$ cat src/rtl/jtframe_sdram_pkg.sv
// Shared definitions for the read-only SDRAM controller: command encodings,
// FSM states and the mode-register word builder.
`timescale 1ns/1ps
package jtframe_sdram_pkg;

    // {cs_n, ras_n, cas_n, we_n}
    localparam logic [3:0] CMD_NOP = 4'b0111;
    localparam logic [3:0] CMD_ACT = 4'b0011;
    localparam logic [3:0] CMD_RD  = 4'b0101;
    localparam logic [3:0] CMD_PRE = 4'b0010;
    localparam logic [3:0] CMD_REF = 4'b0001;
    localparam logic [3:0] CMD_MRS = 4'b0000;

    typedef enum logic [2:0] {
        INIT, PRE, RF, MRS, IDLE, ACT, RD, WAIT
    } state_t;

    // Burst length 1, sequential, single-location write bursts, given CAS latency
    function automatic logic [12:0] mode_reg(input int cl);
        logic [12:0] m;
        m      = 13'h200;
        m[6:4] = 3'(cl);
        return m;
    endfunction

endpackage

$ cat src/rtl/jtframe_sdram_rfsh.sv
// Auto-refresh period timer. Raises pending on every wrap of the period
// counter; a wrap while already pending does not queue a second refresh.
`timescale 1ns/1ps
module jtframe_sdram_rfsh #(
    parameter int RFSH_PERIOD = 780
) (
    input  logic clk,
    input  logic rst_n,
    input  logic en,
    input  logic clr,
    output logic pending
);

    localparam int CW = $clog2(RFSH_PERIOD + 1);

    logic [CW-1:0] cnt;
    logic          wrap;

    assign wrap = en && (cnt == CW'(RFSH_PERIOD - 1));

    // NOTE: sequential state is assigned with <= so every register samples
    // the pre-edge values, regardless of statement order.
    always_ff @(posedge clk or negedge rst_n) begin
        if (!rst_n) begin
            cnt     <= '0;
            pending <= 1'b0;
        end else begin
            if (en) cnt <= wrap ? '0 : cnt + 1'b1;
            // A wrap coinciding with a clear must win, or that refresh is lost
            pending <= (pending & ~clr) | wrap;
        end
    end

endmodule

$ cat src/rtl/jtframe_sdram_rd.sv
// Read-only single-bank SDRAM controller: power-up init, periodic refresh and
// single-word reads with auto-precharge on behalf of the ROM slot requesters.
`timescale 1ns/1ps
module jtframe_sdram_rd
    import jtframe_sdram_pkg::*;
#(
    parameter int SDRAMW      = 22,
    parameter int TRCD        = 2,
    parameter int CL          = 2,
    parameter int TRC         = 7,
    parameter int TRP         = 2,
    parameter int INIT_WAIT   = 10000,
    parameter int RFSH_PERIOD = 780
) (
    input  logic              clk,
    input  logic              rst_n,
    input  logic              sdram_req,
    input  logic [SDRAMW-1:0] sdram_addr,
    output logic              sdram_ack,
    output logic              data_dst,
    output logic              data_rdy,
    output logic [15:0]       data_read,
    output logic              init_done,
    output logic              sdram_cke,
    output logic [3:0]        sdram_cmd,
    output logic [1:0]        sdram_ba,
    output logic [12:0]       sdram_a,
    output logic [1:0]        sdram_dqm,
    input  logic [15:0]       sdram_din
);

    // ACTIVE of one access to the next ACTIVE/REFRESH
    localparam int T_RDP = TRCD + CL + 1 + TRP;
    localparam int T_ACC = (TRC > T_RDP) ? TRC : T_RDP;
    localparam int WMAX  = (INIT_WAIT > T_ACC) ? INIT_WAIT : T_ACC;
    localparam int WW    = $clog2(WMAX + 1);

    state_t          state, state_nxt;
    logic [WW-1:0]   wait_cnt, wait_nxt;
    logic            second_ref, second_nxt;
    logic [8:0]      col_q;
    logic            rfsh_pending;
    logic            wait_zero, go_idle, do_ref, do_act;
    logic [3:0]      cmd_nxt;
    logic [12:0]     a_nxt;
    logic [1:0]      dqm_nxt;
    logic            ack_nxt, dst_nxt, done_nxt;

    jtframe_sdram_rfsh #(.RFSH_PERIOD(RFSH_PERIOD)) u_rfsh (
        .clk     (clk),
        .rst_n   (rst_n),
        .en      (init_done),
        .clr     (do_ref),
        .pending (rfsh_pending)
    );

    // A wait counter loaded with N-1 places the next command exactly N cycles
    // after the current one; the arbiter also runs on the last wait cycle.
    assign wait_zero = (wait_cnt == '0);
    assign go_idle   = init_done && ((state == IDLE) ||
                       (wait_zero && (state == RF || state == WAIT)));
    assign do_ref    = go_idle && rfsh_pending;
    assign do_act    = go_idle && !rfsh_pending && sdram_req;
    assign sdram_ba  = 2'b00;

    always_ff @(posedge clk or negedge rst_n) begin
        if (!rst_n) begin
            state      <= INIT;
            wait_cnt   <= WW'(INIT_WAIT);
            second_ref <= 1'b0;
            col_q      <= '0;
            sdram_cke  <= 1'b0;
            sdram_cmd  <= CMD_NOP;
            sdram_a    <= '0;
            sdram_dqm  <= 2'b11;
            sdram_ack  <= 1'b0;
            data_dst   <= 1'b0;
            data_rdy   <= 1'b0;
            data_read  <= '0;
            init_done  <= 1'b0;
        end else begin
            state      <= state_nxt;
            wait_cnt   <= wait_nxt;
            second_ref <= second_nxt;
            if (do_act) col_q <= sdram_addr[8:0];
            sdram_cke  <= 1'b1;
            sdram_cmd  <= cmd_nxt;
            sdram_a    <= a_nxt;
            sdram_dqm  <= dqm_nxt;
            sdram_ack  <= ack_nxt;
            data_dst   <= dst_nxt;
            data_rdy   <= data_dst;
            if (data_dst) data_read <= sdram_din;
            init_done  <= done_nxt;
        end
    end

    always_comb begin
        // NOTE: every signal gets a default before the case so no path can
        // leave it unassigned and infer a latch.
        state_nxt  = state;
        wait_nxt   = wait_zero ? '0 : wait_cnt - 1'b1;
        second_nxt = second_ref;
        case (state)
            INIT: if (wait_zero) begin
                state_nxt = PRE;
                wait_nxt  = WW'(TRP - 1);
            end
            PRE: if (wait_zero) begin
                state_nxt = RF;
                wait_nxt  = WW'(TRC - 1);
            end
            RF: if (!init_done && wait_zero) begin
                if (!second_ref) begin
                    second_nxt = 1'b1;
                    wait_nxt   = WW'(TRC - 1);
                end else begin
                    state_nxt = MRS;
                    wait_nxt  = WW'(2);
                end
            end
            MRS: if (wait_zero) state_nxt = IDLE;
            ACT: if (wait_zero) begin
                state_nxt = RD;
                wait_nxt  = WW'(CL - 1);
            end
            RD: if (wait_zero) begin
                state_nxt = WAIT;
                wait_nxt  = WW'(T_ACC - TRCD - CL - 1);
            end
            default: ;
        endcase
        if (go_idle) begin
            state_nxt = IDLE;
            if (do_ref) begin
                state_nxt = RF;
                wait_nxt  = WW'(TRC - 1);
            end else if (do_act) begin
                state_nxt = ACT;
                wait_nxt  = WW'(TRCD - 1);
            end
        end
    end

    always_comb begin
        cmd_nxt  = CMD_NOP;
        a_nxt    = sdram_a;
        dqm_nxt  = sdram_dqm;
        ack_nxt  = 1'b0;
        dst_nxt  = 1'b0;
        done_nxt = init_done;
        case (state)
            INIT: if (wait_zero) begin
                cmd_nxt = CMD_PRE;
                a_nxt   = 13'h400;
            end
            PRE: if (wait_zero) cmd_nxt = CMD_REF;
            RF: if (!init_done && wait_zero) begin
                if (!second_ref) begin
                    cmd_nxt = CMD_REF;
                end else begin
                    cmd_nxt = CMD_MRS;
                    a_nxt   = mode_reg(CL);
                end
            end
            MRS: if (wait_zero) begin
                done_nxt = 1'b1;
                dqm_nxt  = 2'b00;
            end
            ACT: if (wait_zero) begin
                cmd_nxt = CMD_RD;
                a_nxt   = {2'b00, 1'b1, 1'b0, col_q};
            end
            RD: if (wait_zero) dst_nxt = 1'b1;
            default: ;
        endcase
        if (do_ref) begin
            cmd_nxt = CMD_REF;
        end else if (do_act) begin
            cmd_nxt = CMD_ACT;
            a_nxt   = 13'(sdram_addr >> 9);
            ack_nxt = 1'b1;
        end
    end

endmodule
$ cat config.mk
export PLATFORM = sky130hd
export DESIGN_NAME = jtframe_sdram_rd
export DESIGN_NICKNAME = d
export VERILOG_FILES = /design/src/rtl/jtframe_sdram_pkg.sv /design/src/rtl/jtframe_sdram_rfsh.sv /design/src/rtl/jtframe_sdram_rd.sv
export SDC_FILE = /design/constraint.sdc
export NUM_CORES = 1
export LEC_CHECK = 0
export CAP_MARGIN = 10
export CORE_MARGIN = 8
export CORE_UTILIZATION = 43
export CTS_CLUSTER_DIAMETER = 100
export CTS_CLUSTER_SIZE = 16
export DETAILED_ROUTE_END_ITERATION = 8
export PLACE_DENSITY = 0.79
export SKIP_LAST_GASP = 1
export SYNTH_ARGS = -nofsm -noshare
export SYNTH_HDL_FRONTEND = slang
export SYNTH_SLANG_ARGS = --single-unit
export TNS_END_PERCENT = 50
$ cat constraint.sdc
create_clock -name clk -period 2.4 [get_ports clk]
set_input_delay 0.36 -clock clk [delete_from_list [all_inputs] [get_ports clk]]
set_output_delay 0.36 -clock clk [all_outputs]
set_load 0.05 [all_outputs]
==> flow_summary.json, run 1 <==
{
  "outcome": "complete, no violations",
  "yosysSeqAreaShare": 0.540,
  "drc": 0,
  "grt_start_max_net_pins": 77,
  "pin_count": 83,
  "synth_compound_area_frac": 0.120,
  "synthTopCellsByArea": "dfrtp_1 (47%), mux2_2 (7.0%), dfstp_2 (6.7%), nand2_1 (3.7%), nor2_1 (2.8%)",
  "drive_gt1_frac": 0.169,
  "setup_viol": 0,
  "portBuffers": 79,
  "yosys.area_share.simple": 0.157,
  "path_delay_family": "simple AND/OR/NAND/NOR gates",
  "p_leak_nw": 2.02,
  "die_h_microns": 107,
  "critPathCaptureType": "flip-flop",
  "n_fill_cell": 721,
  "drt-pass1-iter-count": 4,
  "cts_sinks": 76,
  "crit_buf_inv": 2,
  "maxCapViolations": 0,
  "vias": 2780,
  "place_congestion": 0.854,
  "clk_pin_slew_ns": 0.08,
  "tightest_slew_ns": 0.910,
  "synth_edf_count": 0,
  "path_max_fanout": 36,
  "fin_worst_skew_ns": 0.0149,
  "wl_per_cell_microns": 15.1,
  "rsz0062_at_grt": "no",
  "track_usage": 0.145,
  "ys_ff_latch": 76,
  "synth_adder_area_share": 0.0106,
  "route.antenna.remaining_nets": 0,
  "yosysWarnings": 0,
  "area_growth_pct": 32.4,
  "num_rows": 33,
  "synth.top_cells.by_count": "dfrtp_1 (67), nand2_1 (35), nor2_1 (26)",
  "cp.required_ns": 2.64,
  "coreArea_sq_um": 8090,
  "period_minus_slack_ns": 2.15,
  "cts_setup_buffers": 0,
  "async_flop_share": 1.00,
  "synth_top_family_by_area": "simple AND/OR/NAND/NOR gates",
  "cts-root-buf": "clkbuf_8",
  "hold_path_class": "in2async",
  "grt_pass1_vias": 2847,
  "synth_top_area_frac": 0.473,
  "nets": 459,
  "cts_buffers": 9,
  "cts_tree": "yes",
  "post-synth-top-area-cell": "dfrtp_1",
  "cts_resized": 0,
  "start_util": 0.438,
  "tns_ns": 0,
  "grt_overflow_total": 0,
  "power.total_mw": 4.96,
  "slowest_stage": "dfrtp_1",
  "syn_area_sq_um": 3540,
  "start_kind": "flip-flop",
  "synth.distinct_cells": 52,
  "slew_viol_final": 0,
  "synth.area.mux_share": 0.0855,
  "fmax_mhz": 465,
  "synth_xor_area_frac": 0.0494,
  "hpwl_microns": 5670,
  "reg2reg_depth": 7,
  "synthCells": 330,
  "vias_per_cell": 5.30,
  "hold_buffers": 0,
  "hold_viol": 0,
  "final-seq-area_sq_um": 1910,
  "wl_microns": 7940,
  "die_width_microns": 107,
  "path_depth": 7,
  "powerDensity_nw_per_um2": 1060,
  "antenna_found_initial": 0,
  "drt_iter0_markers": 171,
  "criticalPathCategory": "reg2reg",
  "synth_top_flop_cell": "dfrtp_1",
  "syn_avg_cell_area_sq_um": 10.7,
  "yosysMostFrequentCell": "dfrtp_1",
  "grt_pass1_wl_microns": 13600,
  "die-area_sq_um": 11400,
  "multi_input_area_sq_um": 1520,
  "antenna_cells": 0,
  "cp_cell_sequence": "inv_1 > ha_1 > nor4b_2 > nand4b_2 > a211oi_4 > buf_12 > mux2_2",
  "slowest_delay_ns": 0.36,
  "htreeDepth": 3,
  "ir_worst_vdd_v": 0.000616,
  "clockBufferDepth": 2,
  "clk_latency_ns": 0.36,
  "fin_crit_sh": 0.897,
  "slew_headroom": 0.393,
  "arrival_ns": 2.39
}
## sequential cells by signal, indices dropped and copies added (netlist names)
signal,cells
sdram_cke,1
data_dst,1
sdram_dqm,1
sdram_cmd,3
wait_cnt,14
state,3
u_rfsh.cnt,10
sdram_a,13
second_ref,1
init_done,1
data_read,16
data_rdy,1
sdram_ack,1
col_q,9
u_rfsh.pending,1
## logic make-up (layout without fill, tap and decap cells)
family / Yosys count / count (layout)
compound gates: 65 / 65
xor+xnor: 20 / 20
fa+ha+maj: 3 / 3
buf+inv: 27 / 115
flops: 76 / 76
mux: 27 / 27
other cells: 2 / 4
simple gates: 110 / 110
## path summary, 6_finish.rpt
path                        startpoint       endpoint  slack (ns)
max in group asynchronous        rst_n  u_rfsh.cnt[3]        1.67
min                              rst_n      sdram_cke        0.12
min in group clk              col_q[8]       col_q[8]        0.50
max reg2reg                wait_cnt[0]       col_q[5]        0.25
max                        wait_cnt[0]       col_q[5]        0.25
min reg2reg                   col_q[8]       col_q[8]        0.50
## metrics by stage
| stage | instances | area, sq um | worst slack, ns | hold WS, ns | utilization |
|---|---|---|---|---|---|
| after CTS | 525 | 4690 | 0.0763 | 0.175 | 0.579 |
| final | 525 | 4690 | 0.248 | 0.122 | 0.580 |
| after global routing | 525 | 4690 | 0.0712 | 0.231 | 0.580 |
| after floorplan | 332 | 3550 | 0.0762 | 0.0644 | - |
| after global placement | 509 | 4480 | 0.231 | 0.469 | 0.553 |
| after detailed placement | 509 | 4480 | 0.127 | 0.480 | 0.553 |
## cells in the final DEF (no fill, tap or decap), types with 2 or more instances in the layout
cell	count
clkdlybuf4s50_1	76
dfrtp_1	67
nand2_1	35
nor2_1	26
mux2_2	22
o21ai_0	16
a21oi_1	15
buf_4	15
nor3_1	11
xnor2_1	10
a22oi_1	10
nand3_1	10
xor2_1	10
clkbuf_8	10
dfstp_2	9
inv_1	6
nand4_1	6
a21o_1	5
mux2_1	4
conb_1	4
nor4b_1	3
nand2b_1	3
o31ai_1	3
a31oi_1	3
ha_1	3
nor2b_1	2
or3_1	2
nor4_1	2
a211oi_1	2
clkinv_4	2
inv_6	2
## where the power goes
group          leakage (nW)  internal, mW  switching, mW
sequential            0.945          1.65          0.309
clock                 0.107         0.517          0.487
combinational         0.963         0.823           1.17
total                  2.02          2.99           1.97
## routing by layer
| metal | track usage | vias up | routed length, microns |
|---|---|---|---|
| met3 | 0.0480 | 17 | 658 |
| met5 | 0 | - | 0 |
| li1 | - | 1332 | - |
| met1 | 0.183 | 1337 | 3480 |
| met4 | 0.0693 | 0 | 149 |
| met2 | 0.221 | 94 | 3650 |
## final cells by class
cell class	instances	area share
Clock inverter	6	0.0149
Tap cell	105	0.0280
Inverter	7	0.00560
Timing Repair Buffer	92	0.190
Sequential cell	76	0.408
Multi-Input combinational cell	229	0.324
Clock buffer	10	0.0293
Power figures use the tool's default switching activity.
==> run 2: changes to the inputs <==
- CAP_MARGIN: 10 -> not set
- GPL_ROUTABILITY_DRIVEN: not set -> 0
- PLACE_DENSITY: 0.79 -> not set
- PLACE_DENSITY_LB_ADDON: not set -> 0.1
==> flow_summary.json, run 2 (same netlist as run 1, synthesis figures left out) <==
{
  "outcome": "complete, no violations",
  "cts_buffers": 9,
  "fin_worst_skew_ns": 0.0110,
  "slew_headroom": 0.372,
  "die_width_microns": 107,
  "ir_worst_vdd_v": 0.000550,
  "arrival_ns": 2.37,
  "die-area_sq_um": 11400,
  "p_sw_mw": 1.94,
  "clockBufferDepth": 2,
  "drt-pass1-iter-count": 4,
  "final_common_cell": "clkdlybuf4s50_1",
  "startpoint": "wait_cnt[0]",
  "drive_gt1_frac": 0.174,
  "dpl_cell_area_sq_um": 4520,
  "preCtsSetupSlack_ns": 0.132,
  "tightest_slew_ns": 0.941,
  "fin_crit_sh": 0.893,
  "swShare": 0.384,
  "antenna_cells": 0,
  "cp.required_ns": 2.63,
  "cts_tree": "yes",
  "grt_pass1_vias": 2750,
  "tns_ns": 0,
  "hold_path_class": "in2async",
  "setup_viol": 0,
  "start_kind": "flip-flop",
  "vias_per_cell": 5.16,
  "track_usage": 0.147,
  "htreeDepth": 3,
  "die_h_microns": 107,
  "p_int_mw": 3.11,
  "comb_power_share": 0.401,
  "r2r-start": "wait_cnt[0]",
  "wl_microns": 8000,
  "drc": 0,
  "largest_reg_flops": 16,
  "area_growth_pct": 33.8,
  "final_cell_mix": "clkdlybuf4s50_1 (76), dfrtp_1 (67), nand2_1 (35), nor2_1 (26), mux2_2 (22)",
  "path_max_fanout": 36,
  "grt_pass1_wl_microns": 13600,
  "worst_slack_ns": 0.258,
  "largestRegisters": "data_read x16, wait_cnt x14, sdram_a x13",
  "grt_overflow_total": 0,
  "criticalPathCategory": "reg2reg",
  "cts-root-buf": "clkbuf_8",
  "start_util": 0.438,
  "hold_viol": 0,
  "wl_per_cell_microns": 15.1,
  "nets": 464,
  "clk_pin_slew_ns": 0.08,
  "critPathCaptureType": "flip-flop",
  "antenna_found_initial": 0,
  "grt_start_max_net_pins": 77,
  "regMostFlops": "data_read",
  "pin_count": 83,
  "maxCapViolations": 0,
  "coreArea_sq_um": 8090,
  "power.total_mw": 5.06,
  "drt_iter0_markers": 126,
  "rsz0062_at_grt": "no",
  "fmax_mhz": 467,
  "period_minus_slack_ns": 2.14,
  "power.share.sequential": 0.387,
  "slew_viol_final": 0,
  "clkPwrFrac": 0.212,
  "route.antenna.remaining_nets": 0,
  "holdWs_ns": 0.132,
  "vias": 2734,
  "p_leak_nw": 2.04,
  "stdcell_area_sq_um": 4740,
  "cts_sinks": 76,
  "hpwl_microns": 5620,
  "num_rows": 33,
  "powerDensity_nw_per_um2": 1070,
  "clk_latency_ns": 0.35,
  "portBuffers": 79
}
[run 2: layer usage]
| metal | up-vias | part of all wire | wire length [microns] | track usage |
|---|---|---|---|---|
| li1 | 1338 | - | - | - |
| met1 | 1321 | 0.47 | 3750 | 0.192 |
| met2 | 70 | 0.45 | 3620 | 0.218 |
| met3 | 5 | 0.073 | 580 | 0.0540 |
| met4 | 0 | 0.0066 | 53 | 0.0543 |
| met5 | - | 0 | 0 | 0 |
[run 2: stage by stage]
stage / utilization / std cells
global route: 0.586 / 530
finish: 0.586 / 530
CTS: 0.585 / 530
global placement: 0.558 / 514
floorplan: - / 332
detailed placement: 0.558 / 514
[run 2: power groups by stage]
stage / clock [mW] / combinational (mW) / sequential, mW
CTS: 1.11 / 2.05 / 1.96
detailed placement: 0 / 2.04 / 1.97
finish: 1.07 / 2.03 / 1.96
global placement: 0 / 2.00 / 1.96
global route: 1.16 / 2.22 / 2.01
floorplan: 0 / 0.947 / 2.37
[run 2: worst max-delay path, stage by stage, from the launching register on]
cell and delay (ns):
dfrtp_1 0.36, inv_1 0.13, ha_1 0.18, nor4b_2 0.26, nand4b_2 0.20, a211oi_4 0.31, buf_12 0.22, mux2_2 0.35
[run 2: final timing paths]
check                          endpoint  slack, ns  cells after the start
hold reg to reg                col_q[7]       0.49                      1
hold / removal             data_read[5]       0.13                      1
max in group asynchronous   sdram_a[10]       1.63                      1
min in group clk               col_q[7]       0.49                      1
setup / recovery               col_q[5]       0.26                      7
setup reg to reg               col_q[5]       0.26                      7
[run 2: area by class of cell]
class,instances,area [sq um]
repair buffers,97,931
clock buffers,12,145
clock inverters,4,72.6
flip-flops and latches,76,1910
fillers,723,3350
multi-input cells,229,1520
inverters,7,26.3
well taps,105,131
[run 2: repair_timing]
| item | in CTS | in global routing |
|---|---|---|
| resized for setup | 0 | 1 |
| setup endpoints to repair | 0 | 8 |
| buffers inserted | 0 | 0 |
| hold buffers | 0 | 0 |
==> run 3: changes to the inputs <==
- CORE_UTILIZATION: 43 -> 30
- SETUP_SLACK_MARGIN: not set -> 0.2
==> flow_summary.json, run 3 (same netlist as run 1, synthesis figures left out) <==
{
  "grt_overflow_total": 0,
  "antenna_found_initial": 0,
  "final_cell_mix": "clkdlybuf4s50_1 (77), dfrtp_1 (65), nand2_1 (35), nor2_1 (26), mux2_2 (22)",
  "num_rows": 39,
  "cts_setup_buffers": 0,
  "grt_start_max_net_pins": 66,
  "clockBufferDepth": 2,
  "drt-pass1-iter-count": 7,
  "vias": 2728,
  "wl_microns": 8480,
  "maxCapViolations": 0,
  "slew_viol_final": 0,
  "period_minus_slack_ns": 2.08,
  "regMostFlops": "data_read",
  "arrival_ns": 1.72,
  "multi_input_area_sq_um": 1540,
  "portBuffers": 79,
  "power.total_mw": 5.55,
  "swShare": 0.361,
  "nets": 462,
  "final-seq-area_sq_um": 1920,
  "pin_count": 83,
  "cts_sinks": 76,
  "hold_buffers": 0,
  "drive_gt1_frac": 0.177,
  "drt_iter0_markers": 189,
  "tightest_slew_ns": 0.831,
  "cp.required_ns": 2.04,
  "final_common_cell": "clkdlybuf4s50_1",
  "ir_worst_vdd_v": 0.000641,
  "slew_headroom": 0.442,
  "hpwl_microns": 6080,
  "critPathCaptureType": "output port",
  "die_width_microns": 125,
  "outcome": "complete, no violations",
  "reg2reg_depth": 7,
  "start_util": 0.309,
  "tns_ns": 0,
  "clk_latency_ns": 0.33,
  "track_usage": 0.113,
  "rsz0062_at_grt": "no",
  "timing.rr.end": "col_q[3]",
  "area_growth_pct": 39.1,
  "largestRegisters": "data_read x16, wait_cnt x14, sdram_a x13",
  "r2r-start": "wait_cnt[1]",
  "n_fill_cell": 1082,
  "cts_tree": "yes",
  "power.share.sequential": 0.360,
  "p_leak_nw": 2.09,
  "wl_per_cell_microns": 15.0,
  "hold_viol": 0,
  "cts_resized": 1,
  "largest_reg_flops": 16,
  "drc": 0,
  "route.antenna.remaining_nets": 0,
  "cts_buffers": 9,
  "criticalPathCategory": "reg2out",
  "grt_pass1_wl_microns": 14600,
  "cts-root-buf": "clkbuf_16",
  "vias_per_cell": 4.82,
  "fmax_mhz": 480,
  "p_sw_mw": 2.00,
  "holdWs_ns": 0.124,
  "powerDensity_nw_per_um2": 1130,
  "rrSetupSlack_ns": 0.35,
  "grt_pass1_vias": 2803,
  "antenna_cells": 0,
  "clkPwrFrac": 0.278,
  "dpl_cell_area_sq_um": 4550,
  "p_int_mw": 3.55,
  "die_h_microns": 125,
  "die-area_sq_um": 15500,
  "fin_worst_skew_ns": 0.00684,
  "coreArea_sq_um": 11500,
  "comb_power_share": 0.362,
  "start_kind": "flip-flop",
  "hold_path_class": "in2async",
  "fin_crit_sh": 0.868,
  "clk_pin_slew_ns": 0.06,
  "stdcell_area_sq_um": 4930,
  "path_max_fanout": 11,
  "setup_viol": 0,
  "htreeDepth": 3
}
==> run 3: stage by stage <==
stage	util	cells	worst slack, ns
CTS	0.427	566	0.277
detailed placement	0.397	550	0.189
floorplan	-	332	0.205
global placement	0.397	550	0.242
finish	0.430	566	0.316
global route	0.430	566	0.207
==> run 3: per-layer routing <==
metal / vias to the layer above / routed length (microns) / global-route usage
li1: 1338 / - / -
met1: 1307 / 4200 / 0.151
met2: 75 / 3740 / 0.166
met3: 8 / 454 / 0.0374
met4: 0 / 83 / 0.0383
met5: - / 0 / 0
==> run 3: critical path, cell delays in order (launching register included) <==
cell and delay [ns]:
dfrtp_2 0.39, buf_4 0.18, clkdlybuf4s50_1 0.82
==> run 3: how the worst max path moves through the flow <==
stage	from	to	slack, ns	cells past startpoint
6_report	init_done	init_done	0.32	2
2_1_floorplan	wait_cnt[0]	col_q[6]	0.20	7
5_1_grt	u_rfsh.cnt[6]	u_rfsh.cnt[0]	0.21	5
3_3_place_gp	wait_cnt[0]	wait_cnt[1]	0.24	8
3_5_place_dp	wait_cnt[0]	col_q[3]	0.19	7
4_1_cts	init_done	init_done	0.28	2
==> run 3: layout make-up <==
| class | instances | area share |
|---|---|---|
| tap | 143 | 0.0363 |
| multi-input combinational | 229 | 0.313 |
| timing repair buffer | 95 | 0.187 |
| clock inverter | 4 | 0.0198 |
| clock buffer | 12 | 0.0500 |
| sequential | 76 | 0.389 |
| inverter | 7 | 0.00533 |
==> run 3: power groups by stage <==
| stage | registers, mW | logic, mW | clock network, mW |
|---|---|---|---|
| floorplan | 2.37 | 0.947 | 0 |
| global placement | 1.99 | 1.98 | 0 |
| detailed placement | 1.99 | 2.00 | 0 |
| CTS | 1.98 | 2.00 | 1.60 |
| global route | 2.05 | 2.20 | 1.65 |
| finish | 2.00 | 2.01 | 1.54 |
